## config.mk

```make
export PLATFORM = sky130hd
export DESIGN_NAME = res_addr_gen_flat
export DESIGN_NICKNAME = d
export VERILOG_FILES = /design/src/rtl/res_addr_gen_if.sv /design/src/rtl/res_addr_gen.sv /design/src/flat_wrapper.sv
export SDC_FILE = /design/constraint.sdc
export NUM_CORES = 1
export LEC_CHECK = 0
export CORE_MARGIN = 5
export CORE_UTILIZATION = 35
export DETAILED_ROUTE_END_ITERATION = 10
export SYNTH_ARGS = -nofsm -noshare
export SYNTH_HDL_FRONTEND = slang
export SYNTH_SLANG_ARGS = --single-unit
```

## constraint.sdc

```tcl
create_clock -name clk -period 5.7 [get_ports clk]
set_input_delay 1.14 -clock clk [delete_from_list [all_inputs] [get_ports clk]]
set_output_delay 1.14 -clock clk [all_outputs]
set_load 0.01 [all_outputs]
```

## src/rtl/res_addr_gen_if.sv

```systemverilog
// rtl/res_addr_gen_if.sv - pixel-strobe in / frame-buffer write out bundle for res_addr_gen
interface res_addr_gen_if #(
  parameter int ADDR_W = 17
);
  logic              in_frame_start;
  logic              in_valid;
  logic [1:0]        in_scale;
  logic              out_valid;
  logic [ADDR_W-1:0] out_addr;
  logic              out_last;
  logic              err_overflow;
  logic              err_extra;

  modport master (
    output in_frame_start, in_valid, in_scale,
    input  out_valid, out_addr, out_last, err_overflow, err_extra
  );

  modport slave (
    input  in_frame_start, in_valid, in_scale,
    output out_valid, out_addr, out_last, err_overflow, err_extra
  );
endinterface

```

## src/rtl/res_addr_gen.sv

```systemverilog
// rtl/res_addr_gen.sv - decimating frame-buffer write-address generator
// Row base is accumulated per kept row so no multiplier is needed; two-stage output pipeline.
module res_addr_gen #(
  parameter int SRC_W    = 640,
  parameter int SRC_H    = 480,
  parameter int FB_DEPTH = 76800,
  parameter int ADDR_W   = 17
) (
  input  logic         clk,
  input  logic         rst_n,
  res_addr_gen_if.slave bus
);
  localparam int XW = $clog2(SRC_W + 1);
  localparam int YW = $clog2(SRC_H + 1);
  localparam int RW = ADDR_W + 2;
  localparam logic [XW-1:0] X_LAST = XW'(SRC_W - 1);
  localparam logic [YW-1:0] Y_END  = YW'(SRC_H);
  localparam logic [RW-1:0] DEPTH  = RW'(FB_DEPTH);

  logic [1:0]        s_q, s_d;
  logic [XW-1:0]     src_x_q, src_x_d, dst_x_q, dst_x_d;
  logic [YW-1:0]     src_y_q, src_y_d;
  logic [RW-1:0]     row_base_q, row_base_d;

  logic              s1_keep_q, s1_keep_d;
  logic [XW-1:0]     s1_dst_x_q, s1_dst_x_d;
  logic [RW-1:0]     s1_row_base_q, s1_row_base_d;
  logic              s1_last_q, s1_last_d;
  logic              s1_extra_q, s1_extra_d;

  logic              out_valid_q, out_valid_d;
  logic [ADDR_W-1:0] out_addr_q, out_addr_d;
  logic              out_last_q, out_last_d;
  logic              err_overflow_q, err_overflow_d;
  logic              err_extra_q, err_extra_d;

  logic [1:0]        s_eff, mask;
  logic [XW-1:0]     x_cur, dx_cur, dst_w;
  logic [YW-1:0]     y_cur, dst_h;
  logic [RW-1:0]     rb_cur, sum;
  logic              active, keep, over;

  always_comb begin
    s_eff  = s_q;
    x_cur  = src_x_q;
    y_cur  = src_y_q;
    dx_cur = dst_x_q;
    rb_cur = row_base_q;
    // A frame start restarts the counters in the same cycle, so a coincident pixel is (0,0)
    if (bus.in_frame_start) begin
      s_eff  = (bus.in_scale == 2'd3) ? 2'd2 : bus.in_scale;
      x_cur  = '0;
      y_cur  = '0;
      dx_cur = '0;
      rb_cur = '0;
    end

    case (s_eff)
      2'd0: begin
        mask  = 2'b00;
        dst_w = XW'(SRC_W);
        dst_h = YW'(SRC_H);
      end
      2'd1: begin
        mask  = 2'b01;
        dst_w = XW'(SRC_W / 2);
        dst_h = YW'(SRC_H / 2);
      end
      default: begin
        mask  = 2'b11;
        dst_w = XW'(SRC_W / 4);
        dst_h = YW'(SRC_H / 4);
      end
    endcase

    active = bus.in_valid && (y_cur != Y_END);
    keep   = active && (((x_cur[1:0] | y_cur[1:0]) & mask) == 2'b00);

    s_d        = s_eff;
    src_x_d    = x_cur;
    src_y_d    = y_cur;
    dst_x_d    = dx_cur;
    row_base_d = rb_cur;
    if (active) begin
      if (keep) dst_x_d = dx_cur + 1'b1;
      if (x_cur == X_LAST) begin
        src_x_d = '0;
        src_y_d = y_cur + 1'b1;
        if ((y_cur[1:0] & mask) == 2'b00) begin
          row_base_d = rb_cur + RW'(dst_w);
          dst_x_d    = '0;
        end
      end else begin
        src_x_d = x_cur + 1'b1;
      end
    end

    s1_keep_d     = keep;
    s1_dst_x_d    = dx_cur;
    s1_row_base_d = rb_cur;
    s1_last_d     = keep && (dx_cur == dst_w - 1'b1) && ((y_cur >> s_eff) == dst_h - 1'b1);
    s1_extra_d    = bus.in_valid && !active;

    sum            = s1_row_base_q + RW'(s1_dst_x_q);
    over           = s1_keep_q && (sum >= DEPTH);
    out_valid_d    = s1_keep_q && !over;
    out_addr_d     = out_valid_d ? sum[ADDR_W-1:0] : out_addr_q;
    out_last_d     = out_valid_d && s1_last_q;
    // Clearing on frame start wins over an old-frame error landing on the same edge
    err_overflow_d = bus.in_frame_start ? 1'b0 : (err_overflow_q | over);
    err_extra_d    = bus.in_frame_start ? 1'b0 : (err_extra_q | s1_extra_q);
  end

  always_ff @(posedge clk) begin
    if (!rst_n) begin
      s_q            <= '0;
      src_x_q        <= '0;
      src_y_q        <= '0;
      dst_x_q        <= '0;
      row_base_q     <= '0;
      s1_keep_q      <= 1'b0;
      s1_dst_x_q     <= '0;
      s1_row_base_q  <= '0;
      s1_last_q      <= 1'b0;
      s1_extra_q     <= 1'b0;
      out_valid_q    <= 1'b0;
      out_addr_q     <= '0;
      out_last_q     <= 1'b0;
      err_overflow_q <= 1'b0;
      err_extra_q    <= 1'b0;
    end else begin
      s_q            <= s_d;
      src_x_q        <= src_x_d;
      src_y_q        <= src_y_d;
      dst_x_q        <= dst_x_d;
      row_base_q     <= row_base_d;
      s1_keep_q      <= s1_keep_d;
      s1_dst_x_q     <= s1_dst_x_d;
      s1_row_base_q  <= s1_row_base_d;
      s1_last_q      <= s1_last_d;
      s1_extra_q     <= s1_extra_d;
      out_valid_q    <= out_valid_d;
      out_addr_q     <= out_addr_d;
      out_last_q     <= out_last_d;
      err_overflow_q <= err_overflow_d;
      err_extra_q    <= err_extra_d;
    end
  end

  assign bus.out_valid    = out_valid_q;
  assign bus.out_addr     = out_addr_q;
  assign bus.out_last     = out_last_q;
  assign bus.err_overflow = err_overflow_q;
  assign bus.err_extra    = err_extra_q;
endmodule

```

## src/flat_wrapper.sv

```systemverilog
// flat-port wrapper written by rule: the top's interface ports become plain ports
module res_addr_gen_flat 
#(
  parameter int SRC_W    = 640,
  parameter int SRC_H    = 480,
  parameter int FB_DEPTH = 76800,
  parameter int ADDR_W   = 17
)
  (clk, rst_n, bus_in_frame_start, bus_in_valid, bus_in_scale, bus_out_valid, bus_out_addr, bus_out_last, bus_err_overflow, bus_err_extra);
  res_addr_gen_if #(.ADDR_W(ADDR_W)) bus_i ();
  input  logic clk;
  input  logic rst_n;
  input wire logic [$bits(bus_i.in_frame_start)-1:0] bus_in_frame_start;
  input wire logic [$bits(bus_i.in_valid)-1:0] bus_in_valid;
  input wire logic [$bits(bus_i.in_scale)-1:0] bus_in_scale;
  output wire logic [$bits(bus_i.out_valid)-1:0] bus_out_valid;
  output wire logic [$bits(bus_i.out_addr)-1:0] bus_out_addr;
  output wire logic [$bits(bus_i.out_last)-1:0] bus_out_last;
  output wire logic [$bits(bus_i.err_overflow)-1:0] bus_err_overflow;
  output wire logic [$bits(bus_i.err_extra)-1:0] bus_err_extra;
  assign bus_i.in_frame_start = bus_in_frame_start;
  assign bus_i.in_valid = bus_in_valid;
  assign bus_i.in_scale = bus_in_scale;
  assign bus_out_valid = bus_i.out_valid;
  assign bus_out_addr = bus_i.out_addr;
  assign bus_out_last = bus_i.out_last;
  assign bus_err_overflow = bus_i.err_overflow;
  assign bus_err_extra = bus_i.err_extra;
  res_addr_gen #(.SRC_W(SRC_W), .SRC_H(SRC_H), .FB_DEPTH(FB_DEPTH), .ADDR_W(ADDR_W)) u_core (.clk(clk), .rst_n(rst_n), .bus(bus_i));
endmodule
```

==> summary.md <==
| Metric | Value |
|---|---|
| Number of port buffers | `26` |
| Ports | `27` |
| Setup slack at placement | `949 ps` |
| Clock root buffer | `sky130_fd_sc_hd__clkbuf_16` |
| Net Sw Power | `0.308 mW` |
| Least setup slack across all paths after layout | `1310 ps` |
| Result of the run | `completed` |
| Synth cell types | `60` |
| Cell count after synthesis | `513` |
| Number of synthesized register bits | `93` |
| Area contributors post-synth | `sky130_fd_sc_hd__dfxtp_1 (41%), sky130_fd_sc_hd__nand2_1 (4.9%), sky130_fd_sc_hd__xnor2_1 (4.8%)` |
| Part of the cycle the worst path needs | `0.770` |
| Final HPWL DP | `6860 um` |
| FILL cells | `1283` |
| Count of yosys warnings during synthesis | `0` |
| Wire per inst | `13.0 um` |
| Routability-driven placement congestion ratio | `0.875` |
| Number of nets in the synthesized netlist | `536` |
| Total die area | `15400 um^2` |
| Final Hold Slack | `425 ps` |
| CTS clock-pin slew for the worst setup and hold paths | `70 ps` |
| Residual DRC | `0` |
| Average cell area after synthesis | `8.90 um^2` |
| Share of final-layout standard cells stronger than drive strength 1 | `0.0626` |
| Total wire length | `9290 um` |
| Top routing layer in use | `met4` |
| Largest buffer count on any clock path | `2` |
| Setup violators final | `0` |
| TritonCTS sink count | `93` |
| Antenna diode count | `0` |
| Leak | `1.93 nW` |
| Number of global-route vias before repair | `3440` |
| Syn-to-layout area delta | `16.3%` |
| Share of power burned in the clock network | `0.457` |
| Number of H-tree branching levels | `3` |
| Core outline area | `12700 um^2` |
| Worst Clk Skew | `6.22 ps` |
| Worst path required time | `5930 ps` |
| Register area share after synthesis | `0.408` |
| Clock latency reported for the late side of the worst-skew pair | `340 ps` |
| Class of the most critical setup path | `in -> reg` |
| Type of the tightest min-delay check | `reg -> reg` |
| First-pass GRT wire length | `16400 um` |
| Yosys top cell area share | `0.408` |
| Pin count of the biggest net entering global routing | `35` |
| Initial detailed-routing violation count | `218` |
| Number of buffers inserted for hold repair after clock tree synthesis | `0` |
| Overall Global Routing Usage | `0.133` |
| Combinational group share of total power | `0.050` |
| Met3 wire length | `402 um` |
| Cell-internal power | `1.03 mW` |
| End-of-flow core utilization | `0.417` |
| Number of CTS-inserted buffers | `9` |
| Final-layout setup total negative slack | `0 ps` |
| Number of rows in the core area | `41` |
| First-pass iteration count of the detailed router | `4` |
| Mapped Area | `4560 um^2` |
| Via count | `3505` |
| Remaining max-slew budget at the tightest pin | `0.518` |
| Switching Share | `0.230` |
| Timing-limited maximum frequency | `0.228 GHz` |
| Share of flip-flops with an asynchronous set or reset after synthesis | `0` |
| Count of buffers added by post-CTS timing repair for setup | `0` |
| Max FO, Critical Path | `17` |
| Worst VDD drop | `0.121 mV` |
| Remaining global-route overflow | `0` |
| TritonCTS clock tree | `built` |
| Fin nets | `561` |
| Post-cts resize count | `0` |
| Hold Crit Depth | `1` |
| Final hold violation count | `0` |
| Count of antenna-violating nets left after detailed routing | `0` |
| Post-layout min period | `4390 ps` |
| Post-synth EDFFs | `0` |
| Count of maximum capacitance violations | `0` |
| Detailed-route wire length on metal 1 | `4690 um` |
| Total power of the final layout | `1.34 mW` |
| R2R cell count | `13` |
| Initial core utilization | `0.359` |
| Post-DR vias/cell | `4.90` |
| Vertical die dimension | `124 um` |
| Setup repair after global routing missed its margin | `no` |
| Floorplan die width | `124 um` |
| Length of routed met2 wiring | `4110 um` |
| Most used flip-flop cell after synthesis | `sky130_fd_sc_hd__dfxtp_1` |
| Kind of end point of the critical path | `register` |
| Area leader, netlist | `sky130_fd_sc_hd__dfxtp_1` |
| CP arrival | `4620 ps` |
| Category of the worst setup path launch point | `primary input` |
| Sequential cell fraction of total power | `0.492` |
| Initial antenna violation count | `0` |
| Transition time at the pin with the least slew margin | `721 ps` |
| Power density of the placed cells | `252 nW/um^2` |
| Final Max Tran Viols | `0` |
worst max-delay path, stage by stage:
cell and delay, ps:
sky130_fd_sc_hd__clkdlybuf4s50_1 450, sky130_fd_sc_hd__buf_4 210, sky130_fd_sc_hd__mux2i_1 410, sky130_fd_sc_hd__nor2b_1 430, sky130_fd_sc_hd__inv_1 130, sky130_fd_sc_hd__ha_1 290, sky130_fd_sc_hd__ha_1 240, sky130_fd_sc_hd__fa_1 410
sky130_fd_sc_hd__a21oi_1 170, sky130_fd_sc_hd__nor2_1 50, sky130_fd_sc_hd__nor2_1 150, sky130_fd_sc_hd__o21bai_1 160, sky130_fd_sc_hd__and3b_1 230, sky130_fd_sc_hd__nand3_1 70, sky130_fd_sc_hd__o21ai_0 70
final timing paths:
check / start / endpoint / slack [ps]
max: bus_in_frame_start / u_core.row_base_q[17]$_SDFF_PN0_ / 1310
min: u_core.s1_last_q$_SDFF_PN0_ / u_core.bus.out_last$_SDFF_PN0_ / 430
max reg2reg: u_core.s_q[1]$_SDFF_PN0_ / u_core.row_base_q[17]$_SDFF_PN0_ / 2470
min reg2reg: u_core.s1_last_q$_SDFF_PN0_ / u_core.bus.out_last$_SDFF_PN0_ / 430
metrics by stage:
stage	cell area [um^2]	instances
finish	5310	715
detailed placement	5000	699
global placement	5000	699
floorplan	4560	513
CTS	5310	715
global route	5310	715
Yosys cell counts, drive strengths merged, types with 15 or more instances:
library cell and instances:
dfxtp 93, nand2 59, nor2 46, and2 30, xnor2 25, nand3 23
nor2b 23, mux2i 19, xor2 19, a21oi 17, o21ai 16, clkbuf 15
ha 15
placed cells by master, fill, tap and decap left out, types with 2 or more instances in the layout:
cell                              instances
sky130_fd_sc_hd__dfxtp_1                 93
sky130_fd_sc_hd__nand2_1                 59
sky130_fd_sc_hd__nor2_1                  45
sky130_fd_sc_hd__and2_1                  30
sky130_fd_sc_hd__clkdlybuf4s50_1         26
sky130_fd_sc_hd__xnor2_1                 25
sky130_fd_sc_hd__nor2b_1                 23
sky130_fd_sc_hd__nand3_1                 21
sky130_fd_sc_hd__mux2i_1                 19
sky130_fd_sc_hd__xor2_1                  19
sky130_fd_sc_hd__a21oi_1                 17
sky130_fd_sc_hd__o21ai_0                 16
sky130_fd_sc_hd__ha_1                    15
sky130_fd_sc_hd__inv_1                   13
sky130_fd_sc_hd__nand4_1                 13
sky130_fd_sc_hd__nor3_1                  11
sky130_fd_sc_hd__clkbuf_16                9
sky130_fd_sc_hd__buf_4                    6
sky130_fd_sc_hd__or3_1                    5
sky130_fd_sc_hd__nor4_1                   5
sky130_fd_sc_hd__and3_1                   5
sky130_fd_sc_hd__a211oi_1                 4
sky130_fd_sc_hd__inv_6                    4
sky130_fd_sc_hd__o31a_1                   3
sky130_fd_sc_hd__o21bai_1                 3
sky130_fd_sc_hd__o22ai_1                  3
sky130_fd_sc_hd__o211ai_1                 3
sky130_fd_sc_hd__nor3b_1                  3
sky130_fd_sc_hd__a211o_1                  2
sky130_fd_sc_hd__o21a_1                   2
sky130_fd_sc_hd__and4_1                   2
sky130_fd_sc_hd__a21o_1                   2
sky130_fd_sc_hd__a31oi_1                  2
sky130_fd_sc_hd__a21boi_1                 2
sky130_fd_sc_hd__nand3_4                  2
sky130_fd_sc_hd__a21boi_0                 2
sky130_fd_sc_hd__fa_1                     2
flip-flops by register name (all words and copies together), names as in the netlist:
register and cells:
u_core.bus.err_overflow 1, u_core.s1_keep_q 1, u_core.s1_dst_x_q 10, u_core.bus.out_addr 17, u_core.s1_extra_q 1, u_core.bus.out_valid 1, u_core.src_y_q 9, u_core.s_q 2
u_core.dst_x_q 10, u_core.row_base_q 14, u_core.s1_last_q 1, u_core.src_x_q 10, u_core.bus.err_extra 1, u_core.bus.out_last 1, u_core.s1_row_base_q 14
per-layer routing:
layer  GRT usage  vias to the layer above
li1            -                     1822
met1       0.176                     1623
met2       0.215                       50
met3      0.0386                       10
met4      0.0308                        0
met5           0                        -
area by class of cell:
class                   instances  area, um^2  area share
clock buffers                  10         229      0.0432
flip-flops and latches         93        1860       0.351
multi-input cells             389        2570       0.484
clock inverters                 6        76.3      0.0144
repair buffers                 32         305      0.0575
inverters                      13        48.8     0.00920
well taps                     172         215      0.0406
power by group through the flow:
| stage | clock (mW) | sequential [mW] | combinational (mW) |
|---|---|---|---|
| 2_1_floorplan | 0 | 0.674 | 0.0461 |
| 3_3_place_gp | 0 | 0.674 | 0.0670 |
| 3_5_place_dp | 0 | 0.674 | 0.0677 |
| 4_1_cts | 0.627 | 0.659 | 0.0679 |
| 5_1_grt | 0.660 | 0.660 | 0.0740 |
| 6_report | 0.612 | 0.659 | 0.0672 |
cells by family (layout without fill, tap and decap cells):
logic type	Yosys count	in the layout	share of synthesized area
adder cells (fa/ha/maj)	17	17	0.0499
buffers and inverters	31	61	0.0291
AND/OR/NAND/NOR	237	237	0.277
multiplexers	20	20	0.0466
XOR/XNOR	44	44	0.0844
AO/OA/AOI/OAI	71	71	0.105
flip-flops	93	93	0.408
Power figures use the tool's default switching activity.
